$ cat src/rtl/mem_responder.sv
// Memory-side responder for the multicycle controller's unified memory port.
// Accepts one word-addressed read or write at a time, waits WAIT_CYCLES clocks,
// performs the access, then holds the response until the initiator takes it.
//
// Ports:
//   clk, rst                       clock, synchronous active-high reset
//   req_valid/req_ready            request handshake
//   req_write/req_addr/req_wdata   request fields, sampled at acceptance
//   rsp_valid/rsp_ready            response handshake
//   rsp_rdata/rsp_err              registered response (rdata 0 for writes/errors)
//   txn_count                      completed response handshakes, wraps at 16 bits
module mem_responder #(
  parameter int unsigned DATA_W      = 16,
  parameter int unsigned ADDR_W      = 8,
  parameter int unsigned DEPTH       = 256,
  parameter int unsigned WAIT_CYCLES = 2,
  parameter string       INIT_FILE   = ""
) (
  input  logic              clk,
  input  logic              rst,
  input  logic              req_valid,
  output logic              req_ready,
  input  logic              req_write,
  input  logic [ADDR_W-1:0] req_addr,
  input  logic [DATA_W-1:0] req_wdata,
  output logic              rsp_valid,
  input  logic              rsp_ready,
  output logic [DATA_W-1:0] rsp_rdata,
  output logic              rsp_err,
  output logic [15:0]       txn_count
);

  typedef enum logic [1:0] {StIdle, StWait, StResp} state_e;

  state_e              state_q, state_d;
  logic [7:0]          cnt_q, cnt_d;
  logic                write_q;
  logic [ADDR_W-1:0]   addr_q;
  logic [DATA_W-1:0]   wdata_q;
  logic [DATA_W-1:0]   rdata_q;
  logic                err_q;
  logic [15:0]         txn_q;

  logic                accept;
  logic                enter_resp;
  logic                acc_write;
  logic [ADDR_W-1:0]   acc_addr;
  logic [DATA_W-1:0]   acc_wdata;
  logic                in_range;

  logic [DATA_W-1:0]   mem [DEPTH];

  // Handshake outputs come from the state register; rst only forces them low.
  assign req_ready = (state_q == StIdle) && !rst;
  assign rsp_valid = (state_q == StResp) && !rst;
  assign accept    = req_valid && req_ready;

  // With zero wait states the access happens on the acceptance edge itself, so
  // the live request fields are used instead of the not-yet-latched copies.
  assign acc_write = (state_q == StIdle) ? req_write : write_q;
  assign acc_addr  = (state_q == StIdle) ? req_addr  : addr_q;
  assign acc_wdata = (state_q == StIdle) ? req_wdata : wdata_q;
  assign in_range  = 32'(acc_addr) < DEPTH;

  always_comb begin
    state_d    = state_q;
    cnt_d      = cnt_q;
    enter_resp = 1'b0;
    case (state_q)
      StIdle: begin
        if (accept) begin
          if (WAIT_CYCLES == 0) begin
            state_d    = StResp;
            enter_resp = 1'b1;
          end else begin
            state_d = StWait;
            cnt_d   = 8'(WAIT_CYCLES);
          end
        end
      end
      StWait: begin
        if (cnt_q == 8'd1) begin
          state_d    = StResp;
          enter_resp = 1'b1;
          cnt_d      = 8'd0;
        end else begin
          cnt_d = cnt_q - 8'd1;
        end
      end
      StResp: begin
        if (rsp_ready) state_d = StIdle;
      end
      default: state_d = StIdle;
    endcase
  end

  always_ff @(posedge clk) begin
    if (rst) begin
      state_q <= StIdle;
      cnt_q   <= 8'd0;
      write_q <= 1'b0;
      addr_q  <= '0;
      wdata_q <= '0;
      rdata_q <= '0;
      err_q   <= 1'b0;
      txn_q   <= 16'd0;
    end else begin
      state_q <= state_d;
      cnt_q   <= cnt_d;
      if (accept) begin
        write_q <= req_write;
        addr_q  <= req_addr;
        wdata_q <= req_wdata;
      end
      if (enter_resp) begin
        if (!in_range) begin
          rdata_q <= '0;
          err_q   <= 1'b1;
        end else if (acc_write) begin
          rdata_q <= '0;
          err_q   <= 1'b0;
        end else begin
          rdata_q <= mem[acc_addr];
          err_q   <= 1'b0;
        end
      end
      if (state_q == StResp && rsp_ready) txn_q <= txn_q + 16'd1;
    end
  end

  // Memory is deliberately outside the reset domain; a reset mid-WAIT drops
  // the pending write because enter_resp is masked by rst here.
  always_ff @(posedge clk) begin
    if (!rst && enter_resp && in_range && acc_write) mem[acc_addr] <= acc_wdata;
  end

  assign rsp_rdata = rdata_q;
  assign rsp_err   = err_q;
  assign txn_count = txn_q;

endmodule

$ cat config.mk
export PLATFORM = sky130hd
export DESIGN_NAME = mem_responder
export DESIGN_NICKNAME = d
export VERILOG_FILES = /design/src/rtl/mem_responder.sv
export SDC_FILE = /design/constraint.sdc
export NUM_CORES = 2
export LEC_CHECK = 0
export CORE_UTILIZATION = 31
export CTS_CLUSTER_DIAMETER = 30
export DETAILED_ROUTE_END_ITERATION = 8
export PLACE_DENSITY = 0.5
export SLEW_MARGIN = 20
export SYNTH_ARGS = -nofsm -noshare
export SYNTH_HDL_FRONTEND = slang
export SYNTH_SLANG_ARGS = --single-unit
$ cat constraint.sdc
create_clock -name clk -period 5.1 [get_ports clk]
set_input_delay 0.765 -clock clk [delete_from_list [all_inputs] [get_ports clk]]
set_output_delay 0.765 -clock clk [all_outputs]
set_load 0.02 [all_outputs]
== Word level (Yosys, flattened, before mapping) ==
Memory sizes are Yosys's and may differ from the RTL's.
Cells that the tools add are included.

* Memory bits (writable): 4096
* Flip-flop bits (word level): 67
* Output and inout bits: 35
* Memories: 1
* Input bits: 29

* Mux-type cells: 15
* Eq/ne operators: 6
* Reductions and logical operators: 11
* Add/subtract/negate cells: 2

{| class="wikitable"
|+ Memory list
! memory !! depth !! width !! rd ports !! clocked after Yosys merged registers in !! wr ports !! line !! source
|-
| mem || 256 || 16 || 1 || 0 || 1 || 51 || <nowiki>logic [DATA_W-1:0] mem [DEPTH];</nowiki>
|}

{| class="wikitable"
|+ Operator list
! operator !! number
|-
| $mux 16 || 2
|-
| $mux 8 || 3
|-
| $add 16x1->16 const B || 1
|-
| $pmux 8 s2 || 1
|-
| $eq 8x1->1 const B || 1
|-
| $sub 8x1->8 const B || 1
|-
| $logic_and 1x1->1 || 6
|-
| $mux 2 || 3
|-
| $ne 2x2->1 const B || 3
|-
| $pmux 2 s3 || 1
|-
| $mux 1 || 5
|-
| $reduce_and 3->1 || 1
|-
| $eq 2x1->1 const B || 1
|-
| $eq 2x2->1 const B || 1
|-
| $logic_not 2->1 || 1
|-
| $reduce_and 2->1 || 1
|-
| $reduce_bool 2->1 || 1
|-
| $logic_not 1->1 || 1
|}

== Logic depth before layout (Yosys ltp) ==
* Word-level depth: 7
* Mapped depth: 14
* Gate-level depth less buffers: 9

== Worst setup path after synthesis ==
Ideal clock, no wire load.

* Kind: reg2reg
* From: register state_q[1]
* To: memory mem[0][10], data pin
* Path slack: -0.154 ns
* Data arrival time: 4.432 ns
* Path buffers: 3
* Cell stages (with the launch flop): 7
* Required time: 4.277 ns
* Cell sequence: dfxtp_1 nor2_1 buf_2 buf_2 buf_1 nand2_1 nand2_1

* Longest elaborated chain between the ends: 2

{| class="wikitable"
|+ RTL lines
! item !! line !! source
|-
| start, declared || 35 || <nowiki>state_e state_q, state_d;</nowiki>
|-
| start signal, assigned || 99 || <nowiki>state_q <= StIdle;</nowiki>
|-
| start signal, assigned || 108 || <nowiki>state_q <= state_d;</nowiki>
|-
| $logic_not 2->1 || 62 || <nowiki>assign acc_wdata = (state_q == StIdle) ? req_wdata : wdata_q;</nowiki>
|-
| $mux 16 || 62 ||
|-
| net acc_wdata[10] || 48 || <nowiki>logic [DATA_W-1:0] acc_wdata;</nowiki>
|-
| end, declared || 51 ||
|}

The timed path passes the listed nets, and every way through them passes these cells.

== Worst setup path in the final report ==
* From: register state_q[1]
* To: register rdata_q[11] (netlist: rsp_rdata[11])

* Longest elaborated chain between the ends: 4
* Elaborated cells on any way between the ends: 7
* Classes of those cells: eq/ne (1); mux (4); reduce/logical (1); memory (1)

{| class="wikitable"
|+ RTL lines
! item !! line !! source
|-
| $logic_not 2->1 || 60, 61 ||
|-
| $mux 8 || 61 || <nowiki>assign acc_addr = (state_q == StIdle) ? req_addr : addr_q;</nowiki>
|-
| $mem_v2 256x16 || n/a ||
|-
| $mux 16 || 119 || <nowiki>end else if (acc_write) begin</nowiki>
|-
| end signal, assigned || 123 || <nowiki>rdata_q <= mem[acc_addr];</nowiki>
|-
| end, declared || 40 || <nowiki>logic [DATA_W-1:0] rdata_q;</nowiki>
|}

Parallel ways exist; a longest one is shown, timed or not.
A chain may end at the register's enable or synchronous reset.

==> results.sh <==
export IMPL_layout_area_overhead_vs_synth_pct=27.3
export IMPL_portBuffers=62
export IMPL_crit_arrival_ps=5850
export IMPL_r2r_end="rsp_rdata[11]"
export IMPL_synth_top_family_by_area="compound AO/OA/AOI/OAI gates"
export IMPL_critPathSlowestCell="nor4_1"
export IMPL_core_rowCount=256
export IMPL_rrSetupSlack_ps=240
export IMPL_drv_cap=0
export IMPL_path_clk_slew_ps=50
export IMPL_cts_htree_levels=6
export IMPL_synth_edf_count=4096
export IMPL_irDropWorstVdd_mv=0.388
export IMPL_crit_reg2reg_launch="state_q[1]"
export IMPL_clkSinkCount=4163
export IMPL_setup_viol=0
export IMPL_start_util_pct=31.1
export IMPL_crit_required_ps=6090
export IMPL_avgSynthCellArea_um2=17.1
export IMPL_synth_commonest_cells="edfxtp_1, o22ai_1, o21ai_0"
export IMPL_cts_tree="done"
export IMPL_startpoint="state_q[1]"
export IMPL_first_pass_iters=5
export IMPL_final_nets=9854
export IMPL_wl_per_cell_um=29.5
export IMPL_powerDensity_mw_per_mm2=520
export IMPL_ys_seq_area_share_pct=82.1
export IMPL_ctsHoldBuffers=0
export IMPL_grt_pass1_vias=92500
export IMPL_maxSlewViolCount=0
export IMPL_synth_fa_ha_area_share_pct=0.0248
export IMPL_status="finished clean"
export IMPL_cts_root_buf="clkbuf_16"
export IMPL_synth_flop_cell="edfxtp_1"
export IMPL_via_count=94000
export IMPL_finalCritPeriodShare_pct=95.2
export IMPL_synth_most_common_cell="edfxtp_1"
export IMPL_clkLatencyLatePin_ps=1100
export IMPL_synth_area_leaders="edfxtp_1, o22ai_1, o21ai_0"
export IMPL_synthSimpleGateAreaFrac_pct=1.50
export IMPL_syn_inst=8854
export IMPL_fp_dieW_um=701
export IMPL_hold_class="in2reg"
export IMPL_gp_congestion=0.842
export IMPL_yosys_warnings=0
export IMPL_synth_compound_area_share_pct=14.2
export IMPL_muxShareOfSynthArea_pct=0.0141
export IMPL_grt_ovfl_total=0
export IMPL_synthArstFlopShare_pct=0
export IMPL_synth_area_mm2=0.151
export IMPL_rsz0062_at_grt="no"
export IMPL_synth_top_area_share_pct=81.3
export IMPL_viasPerCell=5.54
export IMPL_die_area_mm2=0.491
export IMPL_drt_iter0_drc=10800
export IMPL_max_freq_mhz=206
export IMPL_synth_cell_types=53
export IMPL_reg2reg_depth=13
export IMPL_slew_headroom_pct=23.0
export IMPL_cp_end_kind="flop"
export IMPL_endpoint="rsp_rdata[11]"
export IMPL_grt_start_max_net_pins=164
export IMPL_utilization_pct=39.6
export IMPL_path_cells="or2_1 > buf_4 > mux2_8 > buf_12 > buf_4 > o22ai_1 > o21ai_0 > a41oi_1 > buf_4 > nor4_1 > and4_1 > a32oi_1 > nor2_1"
export IMPL_hold_slack_ps=65.9
export IMPL_critPathMaxStageDelay_ps=840
export IMPL_clock_skew_ps=89.6
export IMPL_die_h_um=701
export IMPL_wl_um=501000
export IMPL_hpwl_um=290000
export IMPL_ioPinCount=64
export IMPL_post_cts_resized=0
export IMPL_critPathKind="reg2reg"
export IMPL_worstMarginPinSlew_ps=1150
export IMPL_synth_top_cell_by_area="edfxtp_1"
export IMPL_synth_xor_area_share_pct=0.0868
export IMPL_crit_top_cell="buf_4"
export IMPL_fp_coreArea_mm2=0.486
export IMPL_synth_nets=8886
export IMPL_grt_pass1_wl_um=700000
export IMPL_drc=0
export IMPL_period_needed_ps=4860
export IMPL_p_leak_nw=60.3
export IMPL_cts_setup_buffers=0
export IMPL_ant_nets=0
export IMPL_fillers=43800
export IMPL_critPathMaxFanout=37
export IMPL_clockBufferDepth=4
export IMPL_ys_seq_elements=4163
export IMPL_antenna_found_initial=34
export IMPL_startpoint_type="flop"
export IMPL_final_setup_tns_ps=0
export IMPL_track_usage_pct=19.7
export IMPL_hold_viol=0
export IMPL_drive_above_1_share_pct=20.9
export IMPL_cts_buffers=785
worst min-delay path by stage:
stage / startpoint / to / slack [ps] / cells after the start
after floorplan: cnt_q[7] / cnt_q[7] / 440 / 1
after global placement: wdata_q[7] / wdata_q[7] / 460 / 2
after detailed placement: cnt_q[7] / cnt_q[7] / 470 / 1
after CTS: rst / wdata_q[14] / 2 / 3
after global routing: rst / wdata_q[14] / 80 / 3
final: rst / wdata_q[15] / 70 / 3
where the power goes:
group | switching (mW) | internal [mW] | total [mW]
clock network | 18.3 | 34.5 | 52.8
logic | 6.34 | 2.17 | 8.52
registers | 0.0586 | 38.8 | 38.9
flip-flops by register name (all words and copies together) (netlist names):
| register | cells |
|---|---|
| addr_q | 8 |
| cnt_q | 8 |
| write_q | 1 |
| mem | 4096 |
| txn_count | 16 |
| rsp_rdata | 16 |
| state_q | 2 |
| wdata_q | 16 |
layout by cell type, fill, tap and decap left out, types with 7 or more instances in the layout:
| master | instances |
|---|---|
| nor3_1 | 13 |
| o41ai_1 | 43 |
| clkbuf_1 | 72 |
| nand2_2 | 15 |
| inv_1 | 10 |
| clkinvlp_4 | 100 |
| and3_1 | 10 |
| nand2_1 | 95 |
| clkinv_1 | 88 |
| edfxtp_1 | 4096 |
| o22ai_1 | 1920 |
| nand3_1 | 15 |
| nand2b_1 | 29 |
| bufinv_16 | 113 |
| dfxtp_1 | 67 |
| nor2_2 | 27 |
| a32oi_1 | 8 |
| nor2_1 | 265 |
| clkbuf_8 | 7 |
| clkinv_8 | 11 |
| clkinv_4 | 74 |
| o21ai_1 | 18 |
| xor2_1 | 13 |
| nand4_1 | 10 |
| inv_6 | 57 |
| clkbuf_16 | 792 |
| clkdlybuf4s50_1 | 61 |
| inv_8 | 7 |
| diode_2 | 19 |
| o41ai_2 | 21 |
| clkinv_2 | 108 |
| buf_4 | 636 |
| buf_12 | 132 |
| a22oi_1 | 123 |
| inv_16 | 12 |
| o21ai_0 | 985 |
| a21oi_1 | 73 |
| a41oi_1 | 241 |
| clkinv_16 | 24 |
| nand2_8 | 10 |
routing by layer:
layer	share of wire, %	vias up	GRT usage, %
li1	-	39400	-
met1	41	49100	27.1
met2	46	4705	30.8
met3	9.1	794	4.06
met4	3.6	10	7.02
met5	0.031	-	0.147
cells by family (layout without fill, tap and decap cells):
family                   Yosys count  after routing
flip-flops                      4163           4163
adder cells (fa/ha/maj)            3              3
buffers and inverters            664           2310
XOR/XNOR                          15             15
multiplexers                       2              2
AO/OA/AOI/OAI                   3474           3474
AND/OR/NAND/NOR                  532            532
other                              1             20
stage by stage:
step / instance area [um^2] / setup WS, ps / power [mW] / std cells
after floorplan: 151000 / 159 / 43.9 / 8854
after global routing: 193000 / 170 / 103 / 17000
after detailed placement: 165000 / -219 / 47.9 / 15500
after CTS: 193000 / 289 / 101 / 16900
after global placement: 165000 / -577 / 47.8 / 15500
final: 193000 / 244 / 100 / 17000
final cells by class:
| class | count | area (um^2) | area share (%) |
|---|---|---|---|
| clock inverter | 594 | 7380 | 3.83 |
| inverter | 10 | 37.5 | 0.0195 |
| clock buffer | 871 | 20200 | 10.5 |
| multi-input combinational | 4027 | 24600 | 12.7 |
| sequential | 4163 | 124000 | 64.5 |
| antenna | 19 | 47.5 | 0.0247 |
| tap | 6450 | 8070 | 4.19 |
| timing repair buffer | 835 | 8130 | 4.22 |
worst max-delay path, delay by kind of cell, from the launching register on:
kind / cells / cell delay [ps]
simple gates: 4 / 1580
buf+inv: 4 / 1230
compound gates: 4 / 760
flops: 1 / 630
mux: 1 / 490
Power figures use the tool's default switching activity.
